--- src/rtl/muldiv_unit.sv ---
// Iterative RV32M multiply/divide unit: shift-add multiply and restoring divide,
// one bit per cycle, with valid/ready handshakes on both sides and a flush kill.
module muldiv_unit #(
    parameter int XLEN = 32
) (
    input  logic            clk,
    input  logic            rst,
    input  logic            in_valid,
    output logic            in_ready,
    input  logic [2:0]      op,
    input  logic [XLEN-1:0] in1,
    input  logic [XLEN-1:0] in2,
    input  logic            flush,
    output logic            out_valid,
    input  logic            out_ready,
    output logic [XLEN-1:0] out,
    output logic            busy
);

    localparam int CW = $clog2(XLEN);

    typedef enum logic [1:0] {IDLE, CALC, FIX, DONE} state_t;

    state_t              state;
    state_t              state_next;

    logic [2:0]          op_q;
    logic [XLEN-1:0]     operand;
    logic [2*XLEN-1:0]   prod;
    logic [CW-1:0]       counter;
    logic                neg_res;
    logic                neg_rem;

    // operand decode at the input side
    logic                is_div;
    logic                sign1;
    logic                sign2;
    logic                neg1;
    logic                neg2;
    logic [XLEN-1:0]     mag1;
    logic [XLEN-1:0]     mag2;
    logic                div_zero;
    logic                div_ovf;
    logic                special;
    logic [XLEN-1:0]     special_res;
    logic                accept;

    // iteration and fix-up datapath
    logic [XLEN:0]       sum;
    logic [XLEN:0]       shifted;
    logic [XLEN:0]       diff;
    logic                ge;
    logic [2*XLEN-1:0]   mul_step;
    logic [2*XLEN-1:0]   div_step;
    logic [2*XLEN-1:0]   step;
    logic [2*XLEN-1:0]   prod_fixed;
    logic [XLEN-1:0]     quo_fixed;
    logic [XLEN-1:0]     rem_fixed;
    logic [XLEN-1:0]     fix_res;

    always_comb begin
        is_div   = op[2];
        // MUL/MULH sign both operands, MULHSU only in1; DIVU/REMU have op[0] set
        sign1    = is_div ? !op[0] : (op[1:0] != 2'b11);
        sign2    = is_div ? !op[0] : !op[1];
        neg1     = sign1 & in1[XLEN-1];
        neg2     = sign2 & in2[XLEN-1];
        mag1     = neg1 ? ('0 - in1) : in1;
        mag2     = neg2 ? ('0 - in2) : in2;
        div_zero = is_div && (in2 == '0);
        div_ovf  = is_div && !op[0] && (in1 == {1'b1, {(XLEN-1){1'b0}}}) && (in2 == '1);
        special  = div_zero || div_ovf;
        if (op[1])
            special_res = div_zero ? in1 : '0;
        else
            special_res = div_zero ? '1 : in1;
        accept   = in_valid && in_ready && !flush;
    end

    always_ff @(posedge clk or posedge rst) begin
        if (rst)
            state <= IDLE;
        else
            state <= state_next;
    end

    always_comb begin
        state_next = state;
        if (flush) begin
            state_next = IDLE;
        end else begin
            case (state)
                IDLE:    if (accept) state_next = special ? DONE : CALC;
                CALC:    if (counter == '0) state_next = FIX;
                FIX:     state_next = DONE;
                DONE:    if (out_ready) state_next = IDLE;
                default: state_next = IDLE;
            endcase
        end
    end

    always_comb begin
        in_ready  = (state == IDLE);
        busy      = (state != IDLE);
        out_valid = (state == DONE);
    end

    always_comb begin
        sum      = {1'b0, prod[2*XLEN-1:XLEN]} + (prod[0] ? {1'b0, operand} : '0);
        mul_step = {sum, prod[XLEN-1:1]};
        // partial remainder shifted left with the next dividend bit brought in
        shifted  = prod[2*XLEN-1:XLEN-1];
        diff     = shifted - {1'b0, operand};
        ge       = !diff[XLEN];
        div_step = {(ge ? diff[XLEN-1:0] : shifted[XLEN-1:0]), prod[XLEN-2:0], ge};
        step     = op_q[2] ? div_step : mul_step;
    end

    always_comb begin
        prod_fixed = neg_res ? ('0 - prod) : prod;
        quo_fixed  = neg_res ? ('0 - prod[XLEN-1:0]) : prod[XLEN-1:0];
        rem_fixed  = neg_rem ? ('0 - prod[2*XLEN-1:XLEN]) : prod[2*XLEN-1:XLEN];
        case (op_q)
            3'b000:                fix_res = prod_fixed[XLEN-1:0];
            3'b001, 3'b010, 3'b011: fix_res = prod_fixed[2*XLEN-1:XLEN];
            3'b100, 3'b101:        fix_res = quo_fixed;
            default:               fix_res = rem_fixed;
        endcase
    end

    always_ff @(posedge clk or posedge rst) begin
        if (rst) begin
            op_q    <= '0;
            operand <= '0;
            prod    <= '0;
            counter <= '0;
            neg_res <= 1'b0;
            neg_rem <= 1'b0;
            out     <= '0;
        end else if (accept) begin
            op_q    <= op;
            operand <= is_div ? mag2 : mag1;
            prod    <= {{XLEN{1'b0}}, (is_div ? mag1 : mag2)};
            counter <= CW'(XLEN-1);
            neg_res <= neg1 ^ neg2;
            neg_rem <= neg1;
            if (special)
                out <= special_res;
        end else if (state == CALC) begin
            prod    <= step;
            counter <= counter - CW'(1);
        end else if (state == FIX) begin
            out     <= fix_res;
        end
    end

endmodule

--- config.mk ---
export PLATFORM = sky130hd
export DESIGN_NAME = muldiv_unit
export DESIGN_NICKNAME = d
export VERILOG_FILES = /design/src/rtl/muldiv_unit.sv
export SDC_FILE = /design/constraint.sdc
export NUM_CORES = 1
export LEC_CHECK = 0
export CORE_AREA = 2 2 188 190
export DETAILED_ROUTE_END_ITERATION = 7
export DIE_AREA = 0 0 190 192
export SETUP_SLACK_MARGIN = 0.5
export SYNTH_ARGS = -nofsm -noshare
export SYNTH_HDL_FRONTEND = slang
export SYNTH_SLANG_ARGS = --single-unit
--- constraint.sdc ---
create_clock -name clk -period 12.15 [get_ports clk]
set_input_delay 3.645 -clock clk [delete_from_list [all_inputs] [get_ports clk]]
set_output_delay 3.645 -clock clk [all_outputs]
set_load 0.1 [all_outputs]
# ---- After elaboration in Yosys (flattened, before gate mapping)
# Index checks and enable logic that the tools add are counted.
dict set report word_totals {
  elab_cells 87
  reg_bits 140
  inputBits 72
  output_inout_bits 35
}
dict set report op_classes {
  reduce_logical 22
  muxes 30
  addsub 8
  eq_ne 16
  n_bitwise 3
}
# cell n
set ops {}
lappend ops {{32-bit two-way mux} 15}
lappend ops {{64-bit two-way mux} 4}
lappend ops {{1-bit by 32-bit subtractor with 32-bit output (first input constant)} 4}
lappend ops {{32-bit one-hot mux with 3 select lines} 1}
lappend ops {{32-bit equality test (second input constant)} 2}
lappend ops {{1-bit by 64-bit subtractor with 64-bit output (first input constant)} 1}
lappend ops {{32-bit by 32-bit adder with 33-bit output} 1}
lappend ops {{33-bit by 32-bit subtractor with 33-bit output} 1}
lappend ops {{32-bit zero test} 1}
lappend ops {{2-bit two-way mux} 5}
lappend ops {{5-bit two-way mux} 2}
lappend ops {{2-bit one-hot mux with 4 select lines} 1}
lappend ops {{3-bit by 2-bit equality test with 1-bit output (second input constant)} 2}
lappend ops {{3-bit equality test (second input constant)} 2}
lappend ops {{1-bit logical AND} 6}
lappend ops {{2-bit != test (second input constant)} 3}
lappend ops {{3-bit AND reduction} 2}
lappend ops {{2-bit nonzero test} 3}
lappend ops {{5-bit zero test} 1}
lappend ops {{5-bit by 1-bit subtractor with 5-bit output (second input constant)} 1}
lappend ops {{2-bit equality test (second input constant)} 2}
lappend ops {{1-bit zero test} 4}
lappend ops {{3-bit by 1-bit equality test with 1-bit output (second input constant)} 1}
lappend ops {{3-bit zero test} 1}
lappend ops {{other kinds (11)} 13}

# ---- Logic depth before layout (Yosys ltp)
# Gate-level depths: netlist (run 1).
dict set report depth {
  depth_word 9
  mapped_depth 15
  ltp_nobuf 13
}

# ---- Least setup slack after synthesis (run 1)
# OpenSTA, ideal clock, no wires.
dict set report synth_timing {
  path_type {input port to flip-flop}
  start {input in1[9]}
  end {register out[13]}
  path_slack_ns 5.741
  path_stages 12
  n_path_buf 3
  required_ns 12.015
  arrival_time_ns 6.274
  cell_sequence {or4_1 > or3_1 > nor4_1 > and3_1 > a21oi_1 > nand2b_1 > nor2b_1 > clkbuf_1 > buf_2 > clkbuf_1 > nand2_1 > o21ai_0}
}
dict set report synth_between {
  elab_chain_cells 6
}
# element line
set synth_lines {}
lappend synth_lines {{start, declared} 11} ;# input logic [XLEN-1:0] in1,
lappend synth_lines {{32-bit equality test} 71} ;# div_ovf = is_div && !op[0] && (in1 == {1'b1, {(XLEN-1){1'b0}}}) && (in2 == '1);
lappend synth_lines {{1-bit logical AND (2 in a row)} 71}
lappend synth_lines {{1-bit logical OR} 72} ;# special = div_zero || div_ovf;
lappend synth_lines {{2-bit != test (no line)} -}
lappend synth_lines {{3-bit AND reduction (no line)} -}
lappend synth_lines {{end signal, assigned} 148} ;# out <= special_res;
lappend synth_lines {{end signal, assigned} 153} ;# out <= fix_res;
lappend synth_lines {{end, declared} 16} ;# output logic [XLEN-1:0] out,
# No other way between the ends.
# A chain may end at the register's enable or synchronous reset.

# ---- Worst setup path in the final report (run 1)
dict set report layout_timing {
  start {input in2[6]}
  end {register out[1]}
}
dict set report layout_between {
  elab_chain_cells 6
  word_cells_on_any_way 12
  cone_classes {2 x eq/ne; 5 x mux; 5 x reduce/logical}
}
# element line
set layout_lines {}
lappend layout_lines {{start, declared} 12} ;# input logic [XLEN-1:0] in2,
lappend layout_lines {{32-bit zero test} 70} ;# div_zero = is_div && (in2 == '0);
lappend layout_lines {{1-bit logical AND} 70}
lappend layout_lines {{32-bit two-way mux, on equally long branches} {76, 74}}
lappend layout_lines {{32-bit two-way mux} 73} ;# if (op[1])
lappend layout_lines {{32-bit two-way mux} 147} ;# if (special)
lappend layout_lines {{32-bit two-way mux} 140} ;# end else if (accept) begin
# Parallel ways exist; a longest one is shown, timed or not. The select of a mux whose other input is x is not followed.

==> results of run 1 <==
==> through the flow <==
| stage | cells | util | hold WS, ns | worst slack (ns) |
|---|---|---|---|---|
| floorplan | 2086 | - | 0.450 | 4.75 |
| global placement | 2511 | 0.481 | 0.460 | 4.76 |
| detailed placement | 2511 | 0.481 | 0.459 | 4.62 |
| CTS | 2541 | 0.500 | 0.479 | 5.08 |
| global route | 2541 | 0.500 | 0.511 | 4.77 |
| finish | 2542 | 0.500 | 0.476 | 5.03 |
==> routing by layer <==
layer,vias to the layer above,GRT usage
li1,7612,-
met1,7734,0.451
met2,840,0.536
met3,127,0.0735
met4,4,0.130
met5,-,0
==> registers in the layout (all words and copies together), names as in the netlist <==
signal	flops
counter	5
neg_res	1
prod	64
operand	32
neg_rem	1
out	32
state	2
op_q	3
==> cells in the final DEF, fill, tap and decap left out, types with 11 or more instances in the layout <==
master and count:
nand2_1 233, o21ai_0 219, a21oi_1 173, nor2_1 168, dfrtp_1 138, clkdlybuf4s50_1 105, xnor2_1 89, inv_1 74
ha_1 74, xor2_1 73, nor3_1 69, o211ai_1 60, mux2i_1 57, a21o_1 38, nand3_1 35, a211oi_1 28
or3_1 26, nor4_1 24, o31ai_1 24, a31oi_1 24, and3_1 20, maj3_1 20, o41ai_1 19, nand4_1 19
a22oi_1 19, buf_4 19, clkbuf_16 17, o221ai_1 16, and2_1 15, or4_1 14, a221oi_1 13, o22ai_1 12
nand2b_1 11
==> worst reg2reg max path: stages (launching register included) <==
cell and delay, ns:
dfrtp_1 0.55, inv_1 0.18, ha_1 0.25, fa_1 0.41
nor2b_1 0.18, o2111ai_1 0.21, a21o_1 0.25, a21boi_0 0.41
o31ai_1 0.18, a2111o_1 0.76, nand2_1 1.00, o31ai_1 0.16
a311oi_1 0.36
==> power groups by stage <==
stage	registers [mW]	clock network [mW]	logic [mW]
global placement	1.03	0	3.56
finish	1.04	0.583	3.69
global route	1.06	0.604	3.97
CTS	1.02	0.587	3.60
detailed placement	1.03	0	3.58
floorplan	1.12	0	2.39
==> final timing paths <==
check | start | endpoint | slack [ns] | cells after the start
max in group asynchronous | rst | neg_res | 7.01 | 3
hold reg to reg | out[16] | out[16] | 0.48 | 2
setup / recovery | in2[6] | out[1] | 5.03 | 10
min in group asynchronous | rst | operand[7] | 3.66 | 2
setup reg to reg | prod[31] | prod[61] | 7.12 | 12
hold / removal | out[16] | out[16] | 0.48 | 2
==> cells by family after synthesis <==
kind of cell               after synthesis
AOI/OAI and AO/OA                      712
and+or+nand+nor                        684
buffers and inverters                  231
xor gates and xnor gates               162
DFF                                    140
adders and majority gates               97
muxes                                   60
==> final cells by class <==
cell class | instances | area share
diodes | 1 | 0.000146
clock buffers | 20 | 0.0267
clock inverters | 10 | 0.00971
inverters | 76 | 0.0169
multi-input cells | 1715 | 0.639
flip-flops and latches | 140 | 0.205
well taps | 455 | 0.0332
repair buffers | 125 | 0.0700
==> results.py, run 1 <==
metrics = {
    "synthesis": {
        "synth_seq_cells": 140,
        "ys_warn_count": 0,
        "synth_top_family_by_area": "compound AO/OA/AOI/OAI gates",
        "synth_commonest_cells": "nand2_1 (233), o21ai_0 (219), a21oi_1 (173)",
        "synth.distinct_cells": 77,
        "ys_seq_area_frac": 0.229,
        "synthTopCellsByArea": "dfrtp_1 (23%), o21ai_0 (7.2%), ha_1 (6.1%), nand2_1 (5.7%), a21oi_1 (5.7%)",
        "synth_top_area_cell": "dfrtp_1",
        "yosysMostFrequentCell": "nand2_1",
        "syn_inst": 2086,
        "synth-compound-area-share": 0.293,
        "async_flop_share": 1.00,
        "synthSimpleGateAreaFrac": 0.211,
        "synth_edf_count": 0,
        "postSynthAreaPerCell_um2": 7.34,
        "synth-adder-area-share": 0.0769,
        "synth_top_area_share": 0.229,
        "muxShareOfSynthArea": 0.0394,
        "netlist_area_um2": 15300,
        "synth_xor_area_frac": 0.0926,
        "syn_nets": 2235,
        "synthFlopType": "dfrtp_1",
    },
    "global_route": {
        "grt_pass1_vias": 15114,
        "grt-ovfl-total": 0,
        "grt_pass1_wl_um": 93100,
        "track_usage": 0.339,
        "antenna_found_initial": 2,
        "grt_max_degree": 101,
    },
    "place": {
        "hpwl_um": 46600,
        "place_congestion": 0.952,
        "io_buffers": 106,
        "place_area_um2": 16500,
    },
    "clocking": {
        "numCtsBuffers": 17,
        "path_clk_slew_ns": 0.07,
        "cts_resized": 0,
        "holdBufCountCts": 0,
        "cts.sinks": 140,
        "clk_path_buf_depth": 2,
        "worst_skew_pair.late_latency_ns": 0.46,
        "postCtsSetupRepairBufs": 0,
        "tritoncts": "built",
        "htreeDepth": 4,
        "clock_tree.root_cell": "clkbuf_16",
    },
    "worst_setup_path": {
        "required_ns": 12.49,
        "critPathArrivalTime_ns": 7.46,
        "slowest_delay_ns": 0.59,
        "path_buf_inv": 2,
        "cp-start-kind": "input port",
        "crit_path_max_fanout": 59,
        "timing_worst_setup_path_type": "input port to register",
        "cpLargestDelayFamily": "simple AND/OR/NAND/NOR gates",
        "worstSetupEndpointType": "register",
        "crit_slowest_cell": "or4_1",
        "crit_chain": "clkdlybuf4s50_1 > or4_1 > or3_1 > nor4_2 > and3_1 > buf_4 > a21oi_1 > nand2b_1 > nor2b_4 > o41ai_1",
    },
    "power_and_ir_drop": {
        "power_frac_comb": 0.695,
        "net-switching-power_mw": 3.06,
        "power.share.switching": 0.576,
        "p_total_mw": 5.31,
        "p_seq_frac": 0.195,
        "p_leak_nw": 6.93,
        "p_clk_frac": 0.110,
        "ir_worst_vdd_mv": 0.192,
        "internal-power_mw": 2.25,
        "power_density_nw_per_um2": 310,
    },
    "final_layout": {
        "fillers": 3370,
        "final_nets": 2224,
        "area_growth_pct": 11.9,
        "multi_input_area_um2": 10900,
        "final_area_um2": 17100,
        "seq_area_um2": 3510,
        "drive_above_1_share": 0.0398,
    },
    "timing": {
        "fin_skew_ns": 0.0155,
        "slew_headroom": 0.212,
        "hold_viol_final": 0,
        "rsz0062_at_grt": "false",
        "min_period_over_period": 0.586,
        "tns_ns": 0,
        "min_period_ns": 7.12,
        "tightest_slew_ns": 1.18,
        "drv_slew": 0,
        "fmax_mhz": 140,
        "setup_violations": 0,
    },
    "route": {
        "highest_layer": "met5",
        "vias": 16317,
        "drtIter0Drc": 1890,
        "wl_met2_um": 27500,
        "wl_per_cell_um": 24.3,
        "m1WireLength_um": 26000,
        "wl_met3_um": 5850,
        "firstDrtPassIters": 6,
        "wl_um": 61800,
        "drtAntennaViolNets": 0,
        "viasPerCell": 6.42,
        "drc": 0,
    },
    "floorplan": {
        "die_x_um": 190,
        "die_y_um": 192,
        "start_util": 0.447,
        "rows": 68,
        "dieArea_um2": 36500,
        "pin_count": 107,
        "core_area_um2": 34300,
    },
    "flow_run": {
        "cap_violations": 0,
    },
    "run_status": {
        "status": "finished, final reports clean",
    },
    "hold_path": {
        "hp-class": "register to register",
    },
}
Power figures use the tool's default switching activity.
==> inputs of run 2 (changes only) <==
--- a/config.mk
+++ b/config.mk
@@ -8,6 +8,7 @@
 export CORE_AREA = 2 2 188 190
 export DETAILED_ROUTE_END_ITERATION = 7
 export DIE_AREA = 0 0 190 192
+export PLACE_DENSITY = 0.66
 export SETUP_SLACK_MARGIN = 0.5
 export SYNTH_ARGS = -nofsm -noshare
 export SYNTH_HDL_FRONTEND = slang
==> constraint.sdc (replaced) <==
create_clock -name clk -period 6.25 [get_ports clk]
set_input_delay 1.875 -clock clk [delete_from_list [all_inputs] [get_ports clk]]
set_output_delay 1.875 -clock clk [all_outputs]
set_load 0.1 [all_outputs]
==> run 2 against run 1 <==
  * The flow now finishes with violations (design-rule violations)
  * Non-clock buffer count is 5 higher
  * Register-to-register slack got worse by 5.6 ns
  * Die area unchanged
  * Wire length down 2.6%
  * Core utilization hardly changed
  * Cell area hardly changed
  * First-iteration DRC count rose by 3.4%
  * Critical path type unchanged
==> results.py, run 2 (synthesized netlist as in run 1, its figures left out) <==
metrics = {
    "worst_setup_path": {
        "timing_worst_setup_path_type": "input port to register",
        "reg2reg_slack_ns": 1.50,
        "critPathArrivalTime_ns": 5.46,
        "cpLargestDelayFamily": "simple AND/OR/NAND/NOR gates",
        "crit_chain": "clkdlybuf4s50_1 > or4_1 > or3_1 > nor4_1 > and3_1 > a21oi_1 > nand2b_1 > nor2b_4 > a211oi_1 > a221o_1",
        "worstSetupEndpointType": "register",
        "path_buf_inv": 1,
        "crit_end": "out[3]",
        "crit_path_max_fanout": 59,
        "crit_cells": 10,
        "required_ns": 6.63,
        "r2r_start": "prod[31]",
        "crit_slowest_cell": "or4_1",
        "cp-startpoint": "in1[9]",
        "cp-start-kind": "input port",
        "worstRegToRegCells": 12,
        "slowest_delay_ns": 0.57,
        "reg2reg_to": "prod[61]",
    },
    "power_and_ir_drop": {
        "power_frac_comb": 0.699,
        "p_leak_nw": 6.93,
        "power.share.switching": 0.582,
        "p_clk_frac": 0.102,
        "net-switching-power_mw": 5.93,
        "p_seq_frac": 0.199,
        "internal-power_mw": 4.26,
        "ir_worst_vdd_mv": 0.389,
        "p_total_mw": 10.2,
        "power_density_nw_per_um2": 595,
    },
    "final_layout": {
        "final_common_cell": "nand2_1",
        "seq_area_um2": 3510,
        "final_area_um2": 17100,
        "reg_top3": "prod (64), operand (32), out (32)",
        "area_growth_pct": 11.8,
        "fillers": 3360,
        "multi_input_area_um2": 10900,
        "final_nets": 2229,
        "fin_cells": 2548,
        "drive_above_1_share": 0.0430,
        "largest_reg_flops": 64,
        "antenna_cells": 0,
        "final_cell_mix": "nand2_1 (233), o21ai_0 (219), a21oi_1 (173)",
        "regMostFlops": "prod",
    },
    "clocking": {
        "cts.sinks": 140,
        "htreeDepth": 4,
        "holdBufCountCts": 0,
        "tritoncts": "built",
        "numCtsBuffers": 17,
        "clock_tree.root_cell": "clkbuf_16",
        "path_clk_slew_ns": 0.07,
        "worst_skew_pair.late_latency_ns": 0.44,
        "cts_resized": 0,
        "postCtsSetupRepairBufs": 0,
        "clk_path_buf_depth": 2,
    },
    "global_route": {
        "grt_max_degree": 99,
        "grt-ovfl-total": 0,
        "grt_pass1_vias": 15153,
        "antenna_found_initial": 2,
        "grt_pass1_wl_um": 91500,
        "track_usage": 0.329,
    },
    "route": {
        "wl_per_cell_um": 23.6,
        "vias": 16521,
        "drc": 3,
        "firstDrtPassIters": 8,
        "wl_um": 60200,
        "drtAntennaViolNets": 0,
        "drtIter0Drc": 1954,
        "viasPerCell": 6.48,
    },
    "place": {
        "io_buffers": 106,
        "dp_cells": 2516,
        "hpwl_um": 46000,
        "place_area_um2": 16500,
        "place_congestion": 1.01,
    },
    "timing": {
        "drv_slew": 0,
        "tns_ns": 0,
        "slew_headroom": 0.223,
        "fmax_mhz": 197,
        "rsz0062_at_grt": "false",
        "setup_violations": 0,
        "hold_viol_final": 0,
        "whs_ns": 0.482,
        "fin_skew_ns": 0.0116,
        "tightest_slew_ns": 1.15,
        "min_period_over_period": 0.813,
        "min_period_ns": 5.08,
    },
    "run_status": {
        "status": "finished with violations",
        "violations": "design-rule violations",
    },
    "floorplan": {
        "pin_count": 107,
        "start_util": 0.447,
        "rows": 68,
        "die_y_um": 192,
        "dieArea_um2": 36500,
        "core_area_um2": 34300,
        "die_x_um": 190,
    },
    "hold_path": {
        "hp-class": "register to register",
    },
    "flow_run": {
        "cap_violations": 0,
    },
}
## run 2: cell types whose count changed in the layout (fill, tap and decap cells not counted)
| cell | delta |
|---|---|
| inv_8 | +1 |
| bufinv_16 | -3 |
| clkinvlp_4 | +1 |
| buf_4 | +5 |
| clkinv_4 | +1 |
| clkinv_2 | -1 |
| inv_6 | +4 |
| clkbuf_8 | -1 |
| diode_2 | -1 |
## run 2: per-layer routing
layer	wire length (µm)	vias up	track usage
met5	12	-	0
met4	3330	2	0.167
met3	5940	171	0.0691
met2	25600	924	0.494
met1	25300	7784	0.445
li1	-	7640	-
## run 2: layout make-up
type                    count  area share
well taps                 455      0.0332
multi-input cells        1715       0.639
inverters                  76      0.0170
flip-flops and latches    140       0.205
repair buffers            130      0.0722
clock buffers              19      0.0259
clock inverters            13     0.00782
## run 2: worst min-delay path by stage
stage	start	depth (start not counted)	end	slack [ns]
after global placement	out[16]	2	out[16]	0.46
after detailed placement	out[16]	2	out[16]	0.47
final	out[16]	2	out[16]	0.48
after floorplan	operand[22]	1	operand[22]	0.45
after CTS	out[16]	2	out[16]	0.48
after global routing	operand[22]	1	operand[22]	0.50
## run 2: worst min-delay path, stage by stage, from the launching register on
cell     delay, ns
dfrtp_1       0.35
nand2_1       0.05
o41ai_1       0.05
## run 2: per-stage QoR
stage	utilization	setup WS, ns
after floorplan	-	0.622
after global placement	0.483	0.911
after detailed placement	0.483	0.786
after CTS	0.499	1.24
after global routing	0.499	0.889
final	0.499	1.17
## run 2: power by group through the flow
stage	combinational (mW)	clock [mW]	sequential, mW
after global routing	7.64	1.08	2.06
final	7.12	1.04	2.03
after CTS	6.93	1.04	2.00
after detailed placement	6.88	0	2.01
after floorplan	4.65	0	2.18
after global placement	6.83	0	2.00
